==> config.mk <==
export PLATFORM = sky130hd
export DESIGN_NAME = shift_reg_univ
export DESIGN_NICKNAME = d
export VERILOG_FILES = /design/src/rtl/shift_reg_pkg.sv /design/src/rtl/shift_step.sv /design/src/rtl/shift_reg_univ.sv
export SDC_FILE = /design/constraint.sdc
export NUM_CORES = 1
export LEC_CHECK = 0
export CAP_MARGIN = 20
export CELL_PAD_IN_SITES_DETAIL_PLACEMENT = 0
export CELL_PAD_IN_SITES_GLOBAL_PLACEMENT = 1
export CORE_MARGIN = 2
export CORE_UTILIZATION = 37
export DETAILED_ROUTE_END_ITERATION = 16
export PLACE_DENSITY_LB_ADDON = 0.1
export SLEW_MARGIN = 20
export SYNTH_ARGS = -nofsm -noshare
export SYNTH_HDL_FRONTEND = slang
export SYNTH_SLANG_ARGS = --single-unit
==> constraint.sdc <==
create_clock -name clk -period 1.75 [get_ports clk]
set_input_delay 0.2625 -clock clk [delete_from_list [all_inputs] [get_ports clk]]
set_output_delay 0.2625 -clock clk [all_outputs]
set_load 0.02 [all_outputs]
==> src/rtl/shift_reg_pkg.sv <==
// Shared types for the universal shift register: operation codes and FSM states.
package shift_reg_pkg;

   typedef enum logic [2:0] {
      MODE_NOP  = 3'b000,
      MODE_SLL  = 3'b001,
      MODE_SRL  = 3'b010,
      MODE_LOAD = 3'b011,
      MODE_ROL  = 3'b100,
      MODE_ROR  = 3'b101,
      MODE_ASR  = 3'b110,
      MODE_CLR  = 3'b111
   } mode_e;

   typedef enum logic {
      ST_IDLE  = 1'b0,
      ST_SHIFT = 1'b1
   } state_e;

endpackage

==> src/rtl/shift_step.sv <==
// Combinational single-step datapath: one bit of shift or rotate plus the bit that leaves.
module shift_step
   import shift_reg_pkg::*;
#(
   parameter int WIDTH = 8
) (
   input  logic [WIDTH-1:0] data,
   input  mode_e            mode,
   input  logic             serial_in,
   output logic [WIDTH-1:0] next_data,
   output logic             out_bit
);

   // Non-shifting codes pass the data through; the FSM never steps with them.
   always_comb begin
      next_data = data;
      out_bit   = 1'b0;
      case (mode)
         MODE_SLL: begin
            next_data = {data[WIDTH-2:0], serial_in};
            out_bit   = data[WIDTH-1];
         end
         MODE_SRL: begin
            next_data = {serial_in, data[WIDTH-1:1]};
            out_bit   = data[0];
         end
         MODE_ROL: begin
            next_data = {data[WIDTH-2:0], data[WIDTH-1]};
            out_bit   = data[WIDTH-1];
         end
         MODE_ROR: begin
            next_data = {data[0], data[WIDTH-1:1]};
            out_bit   = data[0];
         end
         MODE_ASR: begin
            next_data = {data[WIDTH-1], data[WIDTH-1:1]};
            out_bit   = data[0];
         end
         default: begin
            next_data = data;
            out_bit   = 1'b0;
         end
      endcase
   end

endmodule

==> src/rtl/shift_reg_univ.sv <==
// Universal shift register: single-cycle load/clear/nop, multi-cycle shift and rotate
// sequenced one bit per enabled edge by a two-state FSM.
module shift_reg_univ
   import shift_reg_pkg::*;
#(
   parameter int WIDTH = 8,
   parameter int CNT_W = $clog2(WIDTH) + 1
) (
   input  logic             clk,
   input  logic             reset,
   input  logic             enable,
   input  logic             cmd_valid,
   output logic             cmd_ready,
   input  logic [2:0]       cmd_mode,
   input  logic [CNT_W-1:0] cmd_count,
   input  logic [WIDTH-1:0] data_in,
   input  logic             serial_in,
   output logic [WIDTH-1:0] data_out,
   output logic             serial_out,
   output logic             busy,
   output logic             done
);

   state_e           state_q, state_d;
   mode_e            mode_q, mode_d;
   logic [CNT_W-1:0] cnt_q, cnt_d;
   logic [WIDTH-1:0] data_q, data_d;
   logic             sout_q, sout_d;
   logic             done_q, done_d;

   logic [WIDTH-1:0] stepData;
   logic             stepBit;
   logic [CNT_W-1:0] cntSat;
   mode_e            cmdMode;

   assign cmdMode = mode_e'(cmd_mode);
   assign cntSat  = (cmd_count > CNT_W'(WIDTH)) ? CNT_W'(WIDTH) : cmd_count;

   shift_step #(.WIDTH(WIDTH)) u_step (
      .data      (data_q),
      .mode      (mode_q),
      .serial_in (serial_in),
      .next_data (stepData),
      .out_bit   (stepBit)
   );

   always_ff @(posedge clk or negedge reset) begin
      if (!reset) begin
         state_q <= ST_IDLE;
         mode_q  <= MODE_NOP;
         cnt_q   <= '0;
         data_q  <= '0;
         sout_q  <= 1'b0;
         done_q  <= 1'b0;
      end else begin
         state_q <= state_d;
         mode_q  <= mode_d;
         cnt_q   <= cnt_d;
         data_q  <= data_d;
         sout_q  <= sout_d;
         done_q  <= done_d;
      end
   end

   // With enable low every register keeps its value, including a pending done pulse.
   always_comb begin
      state_d = state_q;
      mode_d  = mode_q;
      cnt_d   = cnt_q;
      data_d  = data_q;
      sout_d  = sout_q;
      done_d  = done_q;
      if (enable) begin
         done_d = 1'b0;
         case (state_q)
            ST_IDLE: begin
               if (cmd_valid) begin
                  case (cmdMode)
                     MODE_LOAD: begin
                        data_d = data_in;
                        done_d = 1'b1;
                     end
                     MODE_CLR: begin
                        data_d = '0;
                        done_d = 1'b1;
                     end
                     MODE_NOP: done_d = 1'b1;
                     default: begin
                        if (cntSat == '0) begin
                           done_d = 1'b1;
                        end else begin
                           mode_d  = cmdMode;
                           cnt_d   = cntSat;
                           state_d = ST_SHIFT;
                        end
                     end
                  endcase
               end
            end
            ST_SHIFT: begin
               data_d = stepData;
               sout_d = stepBit;
               cnt_d  = cnt_q - 1'b1;
               if (cnt_q == CNT_W'(1)) begin
                  state_d = ST_IDLE;
                  done_d  = 1'b1;
               end
            end
            default: state_d = ST_IDLE;
         endcase
      end
   end

   assign data_out   = data_q;
   assign serial_out = sout_q;
   assign done       = done_q;
   assign busy       = (state_q == ST_SHIFT);
   assign cmd_ready  = (state_q == ST_IDLE);

endmodule

# [Word-level counts from Yosys, hierarchy flattened]
# Index checks and enable logic that the tools add are counted.
[classes] magnitude_cmp=1 reduce_logical=10 bitwise=3 eq_ne=15 n_mux=20 n_addsub=1
[op_table] op="8-bit case mux with 5 select lines" count=1
[op_table] op="8-bit case mux with 2 select lines" count=2
[op_table] op="4-bit two-way mux" count=4
[op_table] op="3-bit equality test (second input constant)" count=4
[op_table] op="5-bit AND reduction" count=2
[op_table] op="1-bit two-way mux" count=8
[op_table] op="8-bit two-way mux" count=1
[op_table] op="2-bit != test (second input constant)" count=4
[op_table] op="4-bit case mux with 2 select lines" count=1
[op_table] op="4-bit AND reduction" count=2
[op_table] op="3-bit by 2-bit equality test with 1-bit output (second input constant)" count=2
[op_table] op="6-bit by 1-bit != test with 1-bit output (second input constant)" count=1
[op_table] op="1-bit case mux with 2 select lines" count=3
[op_table] op="3-bit OR reduction" count=2
[op_table] op="5-bit by 1-bit != test with 1-bit output (second input constant)" count=1
[op_table] op="4-bit by 1-bit equality test with 1-bit output (second input constant)" count=1
[op_table] op="4-bit > comparator (second input constant)" count=1
[op_table] op="4-bit zero test" count=1
[op_table] op="4-bit by 1-bit subtractor with 4-bit output (second input constant)" count=1
[op_table] op="3-bit by 1-bit equality test with 1-bit output (second input constant)" count=1
[op_table] op="3-bit zero test" count=1
[op_table] op="3-bit by 1-bit != test with 1-bit output (second input constant)" count=1
[op_table] op="1-bit inverter" count=3
[op_table] op="2-bit AND reduction" count=1
[op_table] op="2-bit OR reduction" count=1
[word_totals] out_inout_bits=12 register_bits=18 elab_cells=57 input_bits=20

# [Depth between registers and ports, before layout]
# Gate-level depths: netlist (run 1).
[logic_depth] word_depth=7 mapped_depth=6 depth_no_buf=6

# [By module]
# From an unflattened synthesis (run 1), not the netlist that was laid out.
[hier_totals] cells_unflattened=129 area_unflattened_um2=1406.3
[modules_own_cells] mod="shift_reg_univ" cells_per_inst=78 n_inst=1 area_each_um2=999.7 seq_area_each_um2=450.4
[modules_own_cells] mod="shift_step" cells_per_inst=51 n_inst=1 area_each_um2=406.6 seq_area_each_um2=0.0

# [Least setup slack after synthesis (run 1)]
# No wires, ideal clock.
[synth_path] path_type="flip-flop to flip-flop" startpoint="register mode_q[2]" endpoint="register data_q[1], in the netlist data_out[1]" setup_time_ns=0.132 path_buffers=1 synth_period_minus_slack_ns=1.494 t_required_ns=1.618 t_arrival_ns=1.362 path_stages_with_launch=6 slack_ns=0.256 cell_sequence="dfrtp_1 > buf_2 > nor2b_1 > mux2i_2 > mux2i_1 > o221ai_2"
[synth_via] elab_chain_len=3 elab_cells_between_ends=9 classes_between="6 x eq/ne; 2 x mux; 1 x reduce/logical"
[synth_rtl] item="start: declaration" line="shift_reg_univ.sv:25" text="mode_e mode_q, mode_d;"
[synth_rtl] item="start signal: assignment" line="shift_reg_univ.sv:57" text="mode_q <= mode_d;"
[synth_rtl] item="3-bit equality test (tied with other cells)" line="shift_step.sv:18" text="case (mode)"
[synth_rtl] item="8-bit case mux with 5 select lines / 6-bit by 1-bit != test with 1-bit output (equally long branches)"
[synth_rtl] item="8-bit case mux with 2 select lines / 4-bit AND reduction (equally long branches)"
[synth_rtl] item="end signal: assignment" line="shift_reg_univ.sv:59" text="data_q <= data_d;"
[synth_rtl] item="end: declaration" line="shift_reg_univ.sv:27" text="logic [WIDTH-1:0] data_q, data_d;"
# Several ways; a longest one is shown, not always the timed one.
# A chain may end at the register's enable or synchronous reset.

# [Worst setup path after layout (run 1)]
[layout_path] startpoint="register state_q, in the netlist busy" endpoint="output busy"
[layout_lines] item="start: declaration" line="shift_reg_univ.sv:24" text="state_e state_q, state_d;"
[layout_lines] item="start signal: assignment" line="shift_reg_univ.sv:56" text="state_q <= state_d;"
[layout_lines] item="end: declaration" line="shift_reg_univ.sv:20" text="output logic busy,"
# No word-level cell between the ends.

==> results.sh, run 1 <==
export IMPL_clock_latency_ns=0.29
export IMPL_placed_area_um2=1760
export IMPL_cp_depth=1
export IMPL_grt_pass1_wl_um=5510
export IMPL_cpLargestDelayFamily="buffers and inverters"
export IMPL_critPathBufInv=1
export IMPL_crit_chain="clkdlybuf4s50_1"
export IMPL_dp_hpwl_um=2410
export IMPL_pin_count=32
export IMPL_setup_violations_final=0
export IMPL_setup_tns_ns=0
export IMPL_num_vias=1141
export IMPL_worstPathArrival_ns=1.41
export IMPL_diodes=0
export IMPL_cts_clk_slew_worst_paths_ns=0.10
export IMPL_h_tree_depth=1
export IMPL_multi_input_area_um2=753
export IMPL_die_area_um2=3950
export IMPL_slowest_delay_ns=0.64
export IMPL_drc=0
export IMPL_r2r_start="mode_q[1]"
export IMPL_final_period_utilization=0.955
export IMPL_synth_seq_area_share=0.351
export IMPL_grt_pass1_vias=1174
export IMPL_wirelength_um=3090
export IMPL_cts_tree="built"
export IMPL_drive_above_1_share=0.239
export IMPL_ir_drop_uv=556
export IMPL_antenna_found_initial=0
export IMPL_r2r_cells=5
export IMPL_dr_first_iter_drc_count=46
export IMPL_grt_usage=0.173
export IMPL_placed_cells=219
export IMPL_cp_endpoint="busy"
export IMPL_fin_ws_ns=0.0794
export IMPL_ys_types=41
export IMPL_fp_dieW_um=62.9
export IMPL_cts_buffers_inserted=3
export IMPL_hold_violations=0
export IMPL_chipHeight_um=62.9
export IMPL_startpoint_type="register"
export IMPL_syn_area_um2=1280
export IMPL_num_fill_cells=336
export IMPL_cp_required_ns=1.49
export IMPL_post_place_ws_ns=-0.124
export IMPL_wl_per_cell_um=13.9
export IMPL_place_port_buffers=31
export IMPL_layout_cells_non_filler=222
export IMPL_ant_nets=0
export IMPL_area_growth_pct=39.1
export IMPL_grt_max_degree=19
export IMPL_final_cell_mix="29 x clkdlybuf4s50_1, 20 x buf_4, 17 x dfrtp_1"
export IMPL_synth_edf_count=0
export IMPL_crit_fanout=10
export IMPL_initial_core_util=0.384
export IMPL_skew_ns=0.00371
export IMPL_outcome="completed"
export IMPL_firstDrtPassIters=4
export IMPL_synth_seq_cells=18
export IMPL_core_rowCount=21
export IMPL_r2r_end="data_out[3]"
export IMPL_r2r_setup_slack_ns=0.15
export IMPL_clock_sinks=18
export IMPL_place_gp_congestion=0.773
export IMPL_critPathSlowestCell="clkdlybuf4s50_1"
export IMPL_stdcell_area_um2=1780
export IMPL_netlist_instances=128
export IMPL_design_core_area_um2=3340
export IMPL_syn_nets=150
export IMPL_nets=200
export IMPL_worstMarginPinSlew_ns=0.451
export IMPL_avgSynthCellArea_um2=10.0
export IMPL_yosys_warnings=0
export IMPL_leakage_nw=0.759
export IMPL_rsz0062_at_grt="no"
export IMPL_cp_startpoint="busy"
export IMPL_cap_violations=0
export IMPL_cts_buffer_depth=2
export IMPL_critPathKind="reg2out"
export IMPL_drv_slew=0
export IMPL_cts_hold_buf=0
export IMPL_end_kind="output pin"
export IMPL_synth_flop_cell="dfrtp_1"
export IMPL_via_per_inst=5.14
export IMPL_fmax_ghz=0.599
export IMPL_overflow=0
export IMPL_final_common_cell="clkdlybuf4s50_1"
export IMPL_slew_headroom=0.695
export IMPL_final_min_clock_period_ns=1.67
export IMPL_cts_root_buf="clkbuf_4"
export IMPL_hold_class="in2async"
export IMPL_final_util=0.535
export IMPL_synthArstFlopShare=1.00
export IMPL_cellPowerDensity_nw_per_um2=1560
export IMPL_seq_area_um2=452
[cells by family (layout without fill, tap and decap cells)]
group           after synthesis  count (layout)  share of synthesized area
simple gates                 42              42                      0.199
fa+ha+maj                     2               2                     0.0195
mux                          20              20                      0.165
flops                        18              18                      0.351
compound gates               30              30                      0.204
buf+inv                      16              64                     0.0615
[state kept, by name, indices dropped and copies added (netlist names)]
signal,count
data_out,8
busy,1
done,1
serial_out,1
mode_q,3
cnt_q,4
[final cells by class]
cell class / count / share of cell area
sequential: 18 / 0.253
tap: 46 / 0.0323
inverter: 10 / 0.0210
timing repair buffer: 51 / 0.259
clock buffer: 3 / 0.0126
multi-input combinational: 94 / 0.422
[per-layer routing]
layer	vias up	global-route usage	wire length, um
met1	547	0.209	1370
met2	17	0.313	1620
met3	4	0.0270	78
met4	0	0.0528	31
met5	-	0	0
li1	573	-	-
[stage by stage]
| stage | hold slack (ns) | power, W |
|---|---|---|
| floorplan | -0.0331 | 0.00199 |
| global route | 0.294 | 0.00305 |
| global placement | 0.478 | 0.00258 |
| detailed placement | 0.487 | 0.00263 |
| CTS | 0.294 | 0.00283 |
| finish | 0.298 | 0.00279 |
[timing repair]
item,4_1_cts,5_1_grt
resized for setup,2,1
endpoints found under the setup margin,2,1
buffers inserted,0,0
[Yosys cell counts (2+ instances only)]
master / instances / area [um^2]
o221ai_2: 6 / 90.1
mux2_2: 3 / 33.8
dfrtp_1: 18 / 450
buf_6: 2 / 22.5
mux2i_1: 13 / 130
inv_1: 10 / 37.5
nor2b_1: 4 / 25.0
nor2_1: 5 / 18.8
nor3_1: 2 / 10.0
o21ai_0: 5 / 25.0
a21oi_1: 7 / 35.0
buf_2: 3 / 15.0
nand2_1: 8 / 30.0
a211oi_1: 2 / 15.0
mux2_1: 3 / 33.8
ha_1: 2 / 25.0
nand3_1: 11 / 55.1
[worst min-delay path by stage]
stage	start	end	slack, ns	cells past startpoint
final	reset	data_out[1]	0.30	2
after detailed placement	done	done	0.49	2
after global routing	reset	data_out[2]	0.29	2
after CTS	reset	serial_out	0.29	2
after global placement	done	done	0.48	2
after floorplan	reset	busy	-0.03	0
[report_power, final]
part           internal [W]  total (W)  switching (W)
Clock             0.0000800   0.000205       0.000125
Sequential         0.000611   0.000905       0.000294
Combinational      0.000881    0.00168       0.000798
Power figures use the tool's default switching activity.
==> run 2: changes to the inputs <==
--- a/config.mk
+++ b/config.mk
@@ -6,12 +6,11 @@
 export NUM_CORES = 1
 export LEC_CHECK = 0
 export CAP_MARGIN = 20
-export CELL_PAD_IN_SITES_DETAIL_PLACEMENT = 0
-export CELL_PAD_IN_SITES_GLOBAL_PLACEMENT = 1
 export CORE_MARGIN = 2
-export CORE_UTILIZATION = 37
+export CORE_UTILIZATION = 40
+export CTS_CLUSTER_DIAMETER = 120
 export DETAILED_ROUTE_END_ITERATION = 16
-export PLACE_DENSITY_LB_ADDON = 0.1
+export PLACE_DENSITY = 0.67
 export SLEW_MARGIN = 20
 export SYNTH_ARGS = -nofsm -noshare
 export SYNTH_HDL_FRONTEND = slang
==> results.sh, run 2 (same netlist as run 1, synthesis figures left out) <==
export IMPL_setup_tns_ns=0
export IMPL_worstMarginPinSlew_ns=0.422
export IMPL_design_core_area_um2=3050
export IMPL_wl_per_cell_um=14.1
export IMPL_slowest_delay_ns=0.60
export IMPL_grt_usage=0.200
export IMPL_clock_sinks=18
export IMPL_cts_buffer_depth=2
export IMPL_cp_startpoint="busy"
export IMPL_fp_dieW_um=60.6
export IMPL_skew_ns=0.00277
export IMPL_drive_above_1_share=0.234
export IMPL_critPathKind="reg2out"
export IMPL_r2r_start="mode_q[1]"
export IMPL_num_fill_cells=300
export IMPL_ant_nets=0
export IMPL_end_kind="output pin"
export IMPL_via_per_inst=5.27
export IMPL_cp_required_ns=1.49
export IMPL_hold_class="in2async"
export IMPL_drv_slew=0
export IMPL_clock_latency_ns=0.29
export IMPL_cp_endpoint="busy"
export IMPL_r2r_setup_slack_ns=0.14
export IMPL_area_growth_pct=38.7
export IMPL_critPathSlowestCell="clkdlybuf4s50_1"
export IMPL_cts_hold_buf=0
export IMPL_r2r_cells=5
export IMPL_wirelength_um=3090
export IMPL_hold_violations=0
export IMPL_crit_fanout=6
export IMPL_whs_ns=0.290
export IMPL_die_area_um2=3680
export IMPL_stdcell_area_um2=1780
export IMPL_ir_drop_uv=676
export IMPL_cts_clk_slew_worst_paths_ns=0.11
export IMPL_grt_max_degree=19
export IMPL_crit_chain="buf_4, clkdlybuf4s50_1"
export IMPL_dr_first_iter_drc_count=28
export IMPL_antenna_found_initial=0
export IMPL_drc=0
export IMPL_rsz0062_at_grt="no"
export IMPL_core_rowCount=20
export IMPL_place_port_buffers=31
export IMPL_cts_tree="built"
export IMPL_dp_hpwl_um=2360
export IMPL_final_min_clock_period_ns=1.70
export IMPL_final_period_utilization=0.970
export IMPL_placed_area_um2=1730
export IMPL_grt_pass1_vias=1225
export IMPL_diodes=0
export IMPL_nets=198
export IMPL_firstDrtPassIters=4
export IMPL_h_tree_depth=1
export IMPL_cts_buffers_inserted=3
export IMPL_leakage_nw=0.746
export IMPL_overflow=0
export IMPL_place_gp_congestion=0.787
export IMPL_chipHeight_um=60.6
export IMPL_outcome="completed"
export IMPL_final_cell_mix="31 x clkdlybuf4s50_1, 18 x buf_4, 17 x dfrtp_1"
export IMPL_setup_violations_final=0
export IMPL_pin_count=32
export IMPL_cellPowerDensity_nw_per_um2=1600
export IMPL_num_vias=1155
export IMPL_fmax_ghz=0.589
export IMPL_slew_headroom=0.714
export IMPL_startpoint_type="register"
export IMPL_cap_violations=0
export IMPL_finalPower_w=0.00285
export IMPL_worstPathArrival_ns=1.44
export IMPL_grt_pass1_wl_um=5550
export IMPL_largest_register_ffs=8
export IMPL_final_common_cell="clkdlybuf4s50_1"
export IMPL_r2r_end="data_out[6]"
export IMPL_initial_core_util=0.420
export IMPL_cts_root_buf="clkbuf_4"
==> run 2: cell count changes in the layout (fill, tap and decap cells not counted), sizes merged <==
cell,before,now
clkbuf,3,4
dlygate4sd2,1,0
clkdlybuf4s50,29,31
dlymetal6s2s,1,0
buf,20,18
==> run 2: critical path: cells and delay by family (launching register included) <==
family                 cells  cell delay, ns
DFF                        1            0.40
buffers and inverters      2            0.74
==> run 2: timing repair <==
| action | 4_1_cts | 5_1_grt |
|---|---|---|
| resized for setup | 1 | 0 |
| setup buffers | 1 | 0 |
| setup endpoints to repair | 2 | 0 |
==> run 2: cell type report <==
cell class	count	area [um^2]	area share
well taps	44	55.1	0.0309
flip-flops and latches	18	452	0.254
inverters	10	37.5	0.0211
multi-input cells	94	753	0.423
repair buffers	49	445	0.250
clock buffers	4	36.3	0.0204
==> run 2: where the power goes <==
group          leakage, nW  switching [W]  total (W)  internal [W]
Sequential           0.220       0.000289   0.000899      0.000610
Combinational        0.506       0.000804    0.00168      0.000881
Clock               0.0210       0.000139   0.000266      0.000127
Total                0.746        0.00123    0.00285       0.00162
==> run 2: worst min path at each step <==
| stage | from | endpoint | slack [ns] | depth (start not counted) |
|---|---|---|---|---|
| global placement | serial_out | serial_out | 0.49 | 1 |
| detailed placement | serial_out | serial_out | 0.50 | 1 |
| global route | reset | data_out[2] | 0.30 | 2 |
| floorplan | reset | busy | -0.03 | 0 |
| CTS | reset | data_out[2] | 0.29 | 2 |
| finish | reset | data_out[0] | 0.29 | 2 |
==> run 2: per-layer routing <==
metal  part of all wire  GRT usage
met1               0.46      0.251
met2               0.49      0.352
met3              0.046     0.0299
met4             0.0061     0.0621
met5                  0          0
==> run 2: stage by stage <==
stage | instances | setup slack, ns | util
2_1_floorplan | 128 | 0.256 | -
4_1_cts | 219 | 0.0393 | 0.583
5_1_grt | 219 | 0.00723 | 0.583
3_5_place_dp | 214 | -0.127 | 0.568
6_report | 219 | 0.0517 | 0.583
3_3_place_gp | 214 | -0.0841 | 0.568
